## src/rtl/vga_timing_pkg.sv

```systemverilog
`default_nettype none
// +----------------------------------------------------------------------------+
// | Module      : vga_timing_pkg                                               |
// | Description : Shared widths, default 640x480@60 timing, phase encoding and |
// |               the record carried down the HS/VS/BLANK_n alignment line.    |
// | Revision    : 1.0  initial release                                         |
// +----------------------------------------------------------------------------+
package vga_timing_pkg;

  localparam int COORD_W = 10;
  localparam int RGB_W   = 10;

  localparam int DEF_H_ACTIVE = 640;
  localparam int DEF_H_FP     = 16;
  localparam int DEF_H_SYNC   = 96;
  localparam int DEF_H_BP     = 48;
  localparam int DEF_V_ACTIVE = 480;
  localparam int DEF_V_FP     = 10;
  localparam int DEF_V_SYNC   = 2;
  localparam int DEF_V_BP     = 33;

  // Sum of the four phases of one axis
  function automatic int axis_total(input int active, input int fp, input int sync, input int bp);
    return active + fp + sync + bp;
  endfunction

  localparam int DEF_H_TOTAL = axis_total(DEF_H_ACTIVE, DEF_H_FP, DEF_H_SYNC, DEF_H_BP);
  localparam int DEF_V_TOTAL = axis_total(DEF_V_ACTIVE, DEF_V_FP, DEF_V_SYNC, DEF_V_BP);

  // Phase of one raster axis, decoded from its counter
  typedef enum logic [1:0] {
    PH_ACTIVE = 2'd0,
    PH_FP     = 2'd1,
    PH_SYNC   = 2'd2,
    PH_BP     = 2'd3
  } phase_e;

  // Timing flags that travel alongside the renderer latency
  typedef struct packed {
    logic hs;
    logic vs;
    logic blank_n;
  } align_t;

endpackage
`default_nettype wire

```

## src/rtl/vga_timing_ctrl_axis.sv

```systemverilog
`default_nettype none
// +----------------------------------------------------------------------------+
// | Module      : vga_axis_counter                                             |
// | Description : One raster axis: wrapping counter over ACTIVE+FP+SYNC+BP     |
// |               with a combinational phase decode and wrap strobe.           |
// | Revision    : 1.0  initial release                                         |
// +----------------------------------------------------------------------------+
module vga_axis_counter
  import vga_timing_pkg::*;
#(
  parameter int ACTIVE = DEF_H_ACTIVE,
  parameter int FP     = DEF_H_FP,
  parameter int SYNC   = DEF_H_SYNC,
  parameter int BP     = DEF_H_BP
) (
  input  logic               clk,
  input  logic               rst,
  input  logic               enable,
  output logic [COORD_W-1:0] count,
  output logic               wrap,
  output phase_e             phase
);

  localparam int TOTAL = axis_total(ACTIVE, FP, SYNC, BP);
  localparam logic [COORD_W-1:0] LAST       = COORD_W'(TOTAL - 1);
  localparam logic [COORD_W-1:0] FP_START   = COORD_W'(ACTIVE);
  localparam logic [COORD_W-1:0] SYNC_START = COORD_W'(ACTIVE + FP);
  localparam logic [COORD_W-1:0] BP_START   = COORD_W'(ACTIVE + FP + SYNC);

  assign wrap = enable && (count == LAST);

  // Advance when enabled, returning to zero after the last back-porch position
  always_ff @(posedge clk or posedge rst) begin
    if (rst) begin
      count <= '0;
    end else if (enable) begin
      count <= wrap ? '0 : count + COORD_W'(1);
    end
  end

  // Phase is a pure decode of the count: no separate state register
  always_comb begin
    phase = PH_ACTIVE;
    if (count >= BP_START) begin
      phase = PH_BP;
    end else if (count >= SYNC_START) begin
      phase = PH_SYNC;
    end else if (count >= FP_START) begin
      phase = PH_FP;
    end
  end

endmodule
`default_nettype wire

```

## src/rtl/vga_timing_ctrl.sv

```systemverilog
`default_nettype none
// +----------------------------------------------------------------------------+
// | Module      : vga_timing_ctrl                                              |
// | Description : VGA raster timing master. Issues pixel coordinates to the    |
// |               renderer and re-aligns its RGB with HS/VS/BLANK_n.           |
// |               Optional: VGA_BORDER_EN draws a 1-pixel white frame.         |
// | Revision    : 1.0  initial release                                         |
// +----------------------------------------------------------------------------+
module vga_timing_ctrl
  import vga_timing_pkg::*;
#(
  parameter int H_ACTIVE = DEF_H_ACTIVE,
  parameter int H_FP     = DEF_H_FP,
  parameter int H_SYNC   = DEF_H_SYNC,
  parameter int H_BP     = DEF_H_BP,
  parameter int V_ACTIVE = DEF_V_ACTIVE,
  parameter int V_FP     = DEF_V_FP,
  parameter int V_SYNC   = DEF_V_SYNC,
  parameter int V_BP     = DEF_V_BP,
  parameter int PIX_LAT  = 1,
  parameter bit SYNC_POL = 1'b0
) (
  input  logic               iVGA_CLK,
  input  logic               iRST,
  output logic [COORD_W-1:0] oVGA_X,
  output logic [COORD_W-1:0] oVGA_Y,
  output logic               oREQ,
  output logic               oFRAME_START,
  input  logic [RGB_W-1:0]   iRed,
  input  logic [RGB_W-1:0]   iGreen,
  input  logic [RGB_W-1:0]   iBlue,
  output logic [RGB_W-1:0]   oVGA_R,
  output logic [RGB_W-1:0]   oVGA_G,
  output logic [RGB_W-1:0]   oVGA_B,
  output logic               oVGA_HS,
  output logic               oVGA_VS,
  output logic               oVGA_BLANK_n,
  output logic               oVGA_SYNC_n
);

  localparam int H_TOTAL = axis_total(H_ACTIVE, H_FP, H_SYNC, H_BP);
  localparam int V_TOTAL = axis_total(V_ACTIVE, V_FP, V_SYNC, V_BP);
  localparam align_t ALIGN_IDLE = '{hs: ~SYNC_POL, vs: ~SYNC_POL, blank_n: 1'b0};

  generate
    if (H_TOTAL > (1 << COORD_W)) begin : g_h_total_chk
      $error("vga_timing_ctrl: H_TOTAL exceeds the 10-bit counter range");
    end
    if (V_TOTAL > (1 << COORD_W)) begin : g_v_total_chk
      $error("vga_timing_ctrl: V_TOTAL exceeds the 10-bit counter range");
    end
    if (PIX_LAT < 1 || PIX_LAT > 4) begin : g_pix_lat_chk
      $error("vga_timing_ctrl: PIX_LAT must be within 1..4");
    end
  endgenerate

  logic [COORD_W-1:0] h_cnt;
  logic [COORD_W-1:0] v_cnt;
  logic               h_wrap;
  logic               v_wrap;
  phase_e             h_phase;
  phase_e             v_phase;

  vga_axis_counter #(
    .ACTIVE (H_ACTIVE),
    .FP     (H_FP),
    .SYNC   (H_SYNC),
    .BP     (H_BP)
  ) u_h_axis (
    .clk    (iVGA_CLK),
    .rst    (iRST),
    .enable (1'b1),
    .count  (h_cnt),
    .wrap   (h_wrap),
    .phase  (h_phase)
  );

  vga_axis_counter #(
    .ACTIVE (V_ACTIVE),
    .FP     (V_FP),
    .SYNC   (V_SYNC),
    .BP     (V_BP)
  ) u_v_axis (
    .clk    (iVGA_CLK),
    .rst    (iRST),
    .enable (h_wrap),
    .count  (v_cnt),
    .wrap   (v_wrap),
    .phase  (v_phase)
  );

  // Combinational outputs are held quiet while reset is asserted
  logic live;
  logic visible;
  logic frame_q;

  assign live    = ~iRST;
  assign visible = (h_phase == PH_ACTIVE) && (v_phase == PH_ACTIVE);

  assign oREQ         = visible && live;
  assign oVGA_X       = oREQ ? h_cnt : '0;
  assign oVGA_Y       = oREQ ? v_cnt : '0;
  assign oFRAME_START = frame_q && live;
  assign oVGA_SYNC_n  = 1'b1;

  // Marks the cycle at h=0,v=0: set by reset (restart) and by the frame wrap
  always_ff @(posedge iVGA_CLK or posedge iRST) begin
    if (iRST) begin
      frame_q <= 1'b1;
    end else begin
      frame_q <= v_wrap;
    end
  end

  align_t align_raw;
  align_t align_dly [PIX_LAT];
  align_t align_out;

  assign align_raw = '{hs:      (h_phase == PH_SYNC) ? SYNC_POL : ~SYNC_POL,
                       vs:      (v_phase == PH_SYNC) ? SYNC_POL : ~SYNC_POL,
                       blank_n: visible};
  assign align_out = align_dly[PIX_LAT-1];

  // Delay the timing flags by the renderer latency so they meet its RGB
  always_ff @(posedge iVGA_CLK or posedge iRST) begin
    if (iRST) begin
      for (int i = 0; i < PIX_LAT; i++) begin
        align_dly[i] <= ALIGN_IDLE;
      end
    end else begin
      align_dly[0] <= align_raw;
      for (int i = 1; i < PIX_LAT; i++) begin
        align_dly[i] <= align_dly[i-1];
      end
    end
  end

  logic [RGB_W-1:0] pix_r;
  logic [RGB_W-1:0] pix_g;
  logic [RGB_W-1:0] pix_b;

`ifdef VGA_BORDER_EN
  logic border_raw;
  logic border_dly [PIX_LAT];

  assign border_raw = visible && ((h_cnt == '0) || (h_cnt == COORD_W'(H_ACTIVE - 1)) ||
                                  (v_cnt == '0) || (v_cnt == COORD_W'(V_ACTIVE - 1)));

  // Border flag rides the same delay as BLANK_n
  always_ff @(posedge iVGA_CLK or posedge iRST) begin
    if (iRST) begin
      for (int i = 0; i < PIX_LAT; i++) begin
        border_dly[i] <= 1'b0;
      end
    end else begin
      border_dly[0] <= border_raw;
      for (int i = 1; i < PIX_LAT; i++) begin
        border_dly[i] <= border_dly[i-1];
      end
    end
  end

  assign pix_r = border_dly[PIX_LAT-1] ? {RGB_W{1'b1}} : iRed;
  assign pix_g = border_dly[PIX_LAT-1] ? {RGB_W{1'b1}} : iGreen;
  assign pix_b = border_dly[PIX_LAT-1] ? {RGB_W{1'b1}} : iBlue;
`else
  assign pix_r = iRed;
  assign pix_g = iGreen;
  assign pix_b = iBlue;
`endif

  // Output register: syncs, blank and blank-gated RGB leave together
  always_ff @(posedge iVGA_CLK or posedge iRST) begin
    if (iRST) begin
      oVGA_HS      <= ~SYNC_POL;
      oVGA_VS      <= ~SYNC_POL;
      oVGA_BLANK_n <= 1'b0;
      oVGA_R       <= '0;
      oVGA_G       <= '0;
      oVGA_B       <= '0;
    end else begin
      oVGA_HS      <= align_out.hs;
      oVGA_VS      <= align_out.vs;
      oVGA_BLANK_n <= align_out.blank_n;
      oVGA_R       <= align_out.blank_n ? pix_r : '0;
      oVGA_G       <= align_out.blank_n ? pix_g : '0;
      oVGA_B       <= align_out.blank_n ? pix_b : '0;
    end
  end

endmodule
`default_nettype wire
```

## config.mk

```make
export PLATFORM = sky130hd
export DESIGN_NAME = vga_timing_ctrl
export DESIGN_NICKNAME = d
export VERILOG_FILES = /design/src/rtl/vga_timing_pkg.sv /design/src/rtl/vga_timing_ctrl_axis.sv /design/src/rtl/vga_timing_ctrl.sv
export SDC_FILE = /design/constraint.sdc
export NUM_CORES = 1
export LEC_CHECK = 0
export BUFFER_PORTS_ARGS = -buffer_cell sky130_fd_sc_hd__buf_4
export CAP_MARGIN = 20
export CORE_MARGIN = 2
export CORE_UTILIZATION = 48
export CTS_BUF_LIST = sky130_fd_sc_hd__clkbuf_8 sky130_fd_sc_hd__clkbuf_16
export CTS_CLUSTER_DIAMETER = 80
export DETAILED_ROUTE_END_ITERATION = 12
export GPL_TIMING_DRIVEN = 1
export HOLD_SLACK_MARGIN = 0.15
export PLACE_DENSITY = 0.78
export SLEW_MARGIN = 0
export SYNTH_ARGS = -nofsm -noshare
export SYNTH_HDL_FRONTEND = slang
export SYNTH_SLANG_ARGS = --single-unit
export TNS_END_PERCENT = 20
```

## constraint.sdc

```tcl
create_clock -name iVGA_CLK -period 4.2 [get_ports iVGA_CLK]
set_clock_uncertainty 0.05 [all_clocks]
set_input_delay 0.42 -clock iVGA_CLK [delete_from_list [all_inputs] [get_ports iVGA_CLK]]
set_output_delay 0.42 -clock iVGA_CLK [all_outputs]
set_load 0.01 [all_outputs]
```

# [Word level (Yosys, flattened, before mapping)]
# Cells that the tools add are included.
[totals] in_bits=32 elab_cells=46 ff_bits=57 out_inout_bits=56
[op_classes] magnitude_cmp=6 reduce_logical=6 bitwise=1 n_eq_ne=4 add_sub_neg=2 mux=15
[op_table] cell="$mux W10" count=7
[op_table] cell="$ge A10 B10 Y1 const B" count=3
[op_table] cell="$ge A10 B9 Y1 const B" count=3
[op_table] cell="$add A10 B1 Y10 const B" count=2
[op_table] cell="$eq A10 B10 Y1 const B" count=2
[op_table] cell="$mux W2" count=4
[op_table] cell="$eq A2 B2 Y1 const B" count=2
[op_table] cell="$logic_and A1 B1 Y1" count=4
[op_table] cell="$logic_not A2 Y1" count=2
[op_table] cell="$mux W1" count=4
[op_table] cell="$not A1 Y1" count=1

# [Longest topological paths before layout]
[logic_depth] depth_word=8 ltp_mapped=6 depth_no_buf=5

# [Hierarchy]
# Synthesis repeated with hierarchy kept, for this count alone.
[hier_totals] cells_unflattened=221 area_unflattened_um2=2608.8
[modules_own_cells] mod="vga_timing_ctrl" instances=1 seq_area_each_um2=932.1 cells_each=103 area_each_um2=1453.9
[modules_own_cells] mod="vga_axis_counter (u_h_axis)" instances=1 seq_area_each_um2=250.2 cells_each=59 area_each_um2=593.1
[modules_own_cells] mod="vga_axis_counter (u_v_axis)" instances=1 seq_area_each_um2=250.2 cells_each=59 area_each_um2=561.8

# [Worst setup path after synthesis]
# OpenSTA, ideal clock, no wires.
[synth_path] kind="input-to-output" from="input iRST" to="output oVGA_Y[1]" path_buffers=1 required_ns=3.730 t_arrival_ns=2.706 path_stages=3 setup_slack_ns=1.024 path_cell_list="inv_1 -> clkbuf_1 -> and3_1"
[synth_between] elab_chain_cells=3
[synth_rtl] item="start, declared" line="vga_timing_ctrl.sv:24" source="input logic iRST,"
[synth_rtl] item="$not A1 Y1" line="vga_timing_ctrl.sv:97" source="assign live = ~iRST;"
[synth_rtl] item="$logic_and A1 B1 Y1" line="vga_timing_ctrl.sv:100" source="assign oREQ = visible && live;"
[synth_rtl] item="$mux W10" line="vga_timing_ctrl.sv:102" source="assign oVGA_Y = oREQ ? v_cnt : '0;"
[synth_rtl] item="end, declared" line="vga_timing_ctrl.sv:26" source="output logic [COORD_W-1:0] oVGA_Y,"
# Every way passes these cells.

# [Worst setup path after layout]
[layout_path] from="register u_v_axis.count[6]" to="output oVGA_X[5]"
[layout_between] elab_chain_cells=8 elab_cells_between_ends=10 cone_classes="3 x order compare; 4 x mux; 3 x reduce/logical"
[layout_rtl] item="start, declared" line="vga_timing_ctrl_axis.sv:19" source="output logic [COORD_W-1:0] count,"
[layout_rtl] item="start signal, assigned" line="vga_timing_ctrl_axis.sv:37" source="count <= wrap ? '0 : count + COORD_W'(1);"
[layout_rtl] item="$ge A10 B9 Y1" line="vga_timing_ctrl_axis.sv:48" source="end else if (count >= FP_START) begin"
[layout_rtl] item="$mux W1" line="vga_timing_ctrl_axis.sv:48"
[layout_rtl] item="$mux W2" line="vga_timing_ctrl_axis.sv:46" source="end else if (count >= SYNC_START) begin"
[layout_rtl] item="$mux W2 (*)" line="vga_timing_ctrl_axis.sv:44" source="if (count >= BP_START) begin"
[layout_rtl] item="$logic_not A2 Y1 (*)" line="vga_timing_ctrl.sv:98" source="assign visible = (h_phase == PH_ACTIVE) && (v_phase == PH_ACTIVE);"
[layout_rtl] item="$logic_and A1 B1 Y1 (*)" line="vga_timing_ctrl.sv:98"
[layout_rtl] item="$logic_and A1 B1 Y1 (*)" line="vga_timing_ctrl.sv:100"
[layout_rtl] item="$mux W10 (*)" line="vga_timing_ctrl.sv:101" source="assign oVGA_X = oREQ ? h_cnt : '0;"
[layout_rtl] item="end, declared" line="vga_timing_ctrl.sv:25" source="output logic [COORD_W-1:0] oVGA_X,"
# Every way passes the cells marked *; elsewhere a longest branch is shown, timed or not.

==> metrics.txt <==
Final Util=around two thirds; Mean Syn Cell Area=roughly 11 um2; number of buffers inserted by port buffering=85; required arrival time at the worst endpoint=3.73 ns; die area=~5400 um2; setup repair bufs after CTS=0; synthesized net count=~240; transition at the pin with the smallest max-transition slack=0.9012 ns; Clock Path Buffers=2; number of diodes=0; sequential share of the synthesized area=slightly above 60%; area taken by multi-input logic gates=824.5 um2; power consumption=between 1 and 1.5 mW; worst-case vdd ir drop=0.0002005 V; critical setup path kind=flop to primary output; highest achievable clock rate=around 400 MHz; first-pass GRT wire length=7224 um; final routed wire length divided by cell count=13.41 um; run status=finished, final reports clean; Vias=between 1,500 and 2,000; largest net degree at the start of global routing=55; Period minus WS final=roughly 2.5 ns; initial antenna violation count=0; CTS Root Buffer Type=sky130_fd_sc_hd__clkbuf_8; nature of the critical path startpoint=flop; Pins Over Slew Limit=0; cells along the critical path=and3_1, nand2_1, and3b_1, and3_2, buf_4; RePlAce Congestion=roughly 0.82; area growth from synthesis to final layout=37.08%; combined area of all synthesized cells=around 2300 um2; clk slew on worst S/H paths=around 0.060 ns; Placement Rows=25; Slowest cell on crit path=sky130_fd_sc_hd__and3b_1; CTS sink count=57; number of unique standard cell types used by synthesis=34; HPWL after DPL=3330 um; gr ovfl total=0; starting density of the core=roughly half; routed wire length=about 4700 um; post-synth top area share=55.73%; type of the worst min-delay path=primary input to asynchronous set/reset pin; nature of the critical path endpoint=primary output; detailed-route vias per instance=4.966; #FFs+latches synth=57; count of nets after finishing=328; number of nets with antenna violations after routing=0; data arrival time of the critical path=approximately 2.0 ns; number of setup violations in the final report=0; Clock H-tree levels=3; setup TNS=0 ns; Yosys warnings=0; I/O pin cnt=slightly below 90; power density of the placed cells=between 300 and 400 nW/um2; number of iterations in the first detailed-routing pass=4; width of the chip=about 74 um; Final Cycle Share=between 50% and 60%; Layout fillers=between 300 and 400; vias in the first global route=between 1,500 and 2,000; Setup WS pre-CTS=roughly 1.8 ns; # Max-Cap Violations=0; area after detailed placement=~3000 um2; Final Hold Violating Endpoints=0; DRC violations left=0; CTS tree=yes; Worst-Skew Late Latency=between 0.3 and 0.4 ns; CP peak stage delay=around 0.58 ns; unrepaired setup endpoints after global routing=false; share of final-layout standard cells stronger than drive strength 1=a little under two fifths; worst slew margin relative to its limit=between 30% and 40%; Num CTS Buffers=9; final non-filler cell area=3201 um2; Hold-fix buffers, CTS=0; synthesized instance count=a little over 200; Core ar.=roughly 4700 um2; DRT iter0 DRCs=slightly below 50; critical path fanouts, max=21; count of cells resized by post-cts repair=0; reported leakage power=between 1.5 and 2 nW; area of all sequential standard cells=1433 um2; combined global-route utilization of all metal layers=17.85%; Area contributors post-synth=sky130_fd_sc_hd__dfrtp_1, sky130_fd_sc_hd__and2_1, sky130_fd_sc_hd__and3_1, sky130_fd_sc_hd__dfstp_2, sky130_fd_sc_hd__xnor2_1; dominant cell type by area after synthesis=sky130_fd_sc_hd__dfrtp_1; smallest setup slack after layout=1.697 ns; die boundary height=roughly 74 um
[final timing paths]
| path | depth (start not counted) | startpoint | endpoint | slack [ns] |
|---|---|---|---|---|
| min in group iVGA_CLK | 2 | iBlue[7] | oVGA_B[7]$_DFF_PP0_ | 0.25 |
| max reg2reg | 4 | u_h_axis.count[5]$_DFF_PP0_ | u_h_axis.count[9]$_DFF_PP0_ | 1.83 |
| min reg2reg | 0 | align_dly[1]$_DFF_PP1_ | oVGA_VS$_DFF_PP1_ | 0.30 |
| max in group asynchronous | 3 | iRST | align_dly[1]$_DFF_PP1_ | 3.07 |
| min | 2 | iRST | oVGA_R[9]$_DFF_PP0_ | 0.25 |
| max | 5 | u_v_axis.count[6]$_DFFE_PP0N_ | oVGA_X[5] | 1.70 |
[placed cells by master (no fill, tap or decap), drive strengths merged, types with 5 or more instances in the layout]
master / netlist / layout
buf: 3 / 87
dfrtp: 52 / 52
and2: 32 / 32
and3: 22 / 22
nor2: 11 / 11
nand3: 10 / 10
clkbuf: 8 / 10
xnor2: 8 / 8
inv: 7 / 8
nand2: 5 / 5
nor3: 5 / 5
xor2: 5 / 5
o21ai: 5 / 5
dfstp: 5 / 5
[registers in the layout, indices dropped and copies added (netlist names)]
register and cells:
frame_q 1, u_h_axis.count 10, oVGA_BLANK_n 1, align_dly 3
u_v_axis.count 10, oVGA_B 10, oVGA_R 10, oVGA_HS 1
oVGA_VS 1, oVGA_G 10
[stage by stage]
| stage | hold WS (ns) | std cells |
|---|---|---|
| 5_1_grt | 0.2384 | 351 |
| 4_1_cts | 0.2383 | 351 |
| 3_5_place_dp | 0.2973 | 335 |
| 2_1_floorplan | 0.2952 | 205 |
| 6_report | 0.2539 | 351 |
| 3_3_place_gp | 0.2959 | 335 |
[cells by family after synthesis]
family                     count (synthesis)  synth area share [%]
adders and majority gates                  4                 2.144
DFF                                       57                 61.36
AOI/OAI and AO/OA                         10                 2.626
xor gates and xnor gates                  13                 4.877
and+or+nand+nor                          101                 25.35
buffers and inverters                     18                 3.322
other                                      2                0.3217
[power by group]
part	switching (mW)	leakage [nW]	internal, mW	total (mW)
registers	0.00346	0.684	0.564	0.567
clock network	0.213	0.0995	0.285	0.498
logic	0.0345	0.810	0.0475	0.0820
total	0.251	1.59	0.897	1.15
[routing by layer]
metal	wire (um)	global-route usage (%)	vias up
li1	-	-	855
met4	85	8.889	0
met5	0	0	-
met2	2157	26.39	72
met3	341	6.584	7
met1	2121	23.07	809
[cell usage after synthesis]
master                     number
sky130_fd_sc_hd__clkbuf_2       1
sky130_fd_sc_hd__or4_1          1
sky130_fd_sc_hd__xor2_1         5
sky130_fd_sc_hd__o31ai_1        2
sky130_fd_sc_hd__and3b_1        1
sky130_fd_sc_hd__nor4b_1        1
sky130_fd_sc_hd__o21a_1         1
sky130_fd_sc_hd__dfrtp_1       52
sky130_fd_sc_hd__buf_4          2
sky130_fd_sc_hd__and3_2         1
sky130_fd_sc_hd__buf_2          1
sky130_fd_sc_hd__and4b_1        1
sky130_fd_sc_hd__nand3_1       10
sky130_fd_sc_hd__and2_2         1
sky130_fd_sc_hd__nor2b_1        2
sky130_fd_sc_hd__conb_1         2
sky130_fd_sc_hd__dfstp_2        5
sky130_fd_sc_hd__inv_1          7
sky130_fd_sc_hd__a22o_1         1
sky130_fd_sc_hd__ha_1           4
sky130_fd_sc_hd__nor3_1         5
sky130_fd_sc_hd__nand4_1        4
sky130_fd_sc_hd__nand2_1        5
sky130_fd_sc_hd__and2_1        31
sky130_fd_sc_hd__o21ai_0        5
sky130_fd_sc_hd__nor4_1         3
sky130_fd_sc_hd__a21oi_1        1
sky130_fd_sc_hd__or3_1          1
sky130_fd_sc_hd__clkbuf_1       7
sky130_fd_sc_hd__nand4b_1       1
sky130_fd_sc_hd__or4b_1         1
sky130_fd_sc_hd__xnor2_1        8
sky130_fd_sc_hd__and3_1        21
sky130_fd_sc_hd__nor2_1        11
[area by class of cell]
cell class | count | area share, %
tap | 54 | 2.111
clock buffer | 10 | 4.300
inverter | 7 | 0.8210
clock inverter | 6 | 1.837
multi-input combinational | 130 | 25.76
timing repair buffer | 87 | 20.41
sequential | 57 | 44.76
[critical path, delay by kind of cell (launching register included)]
family	cells	cell delay [ns]
DFF	1	0.42
buffers and inverters	1	0.12
and+or+nand+nor	4	1.17
Note: power is estimated with default switching activity, not from simulation.
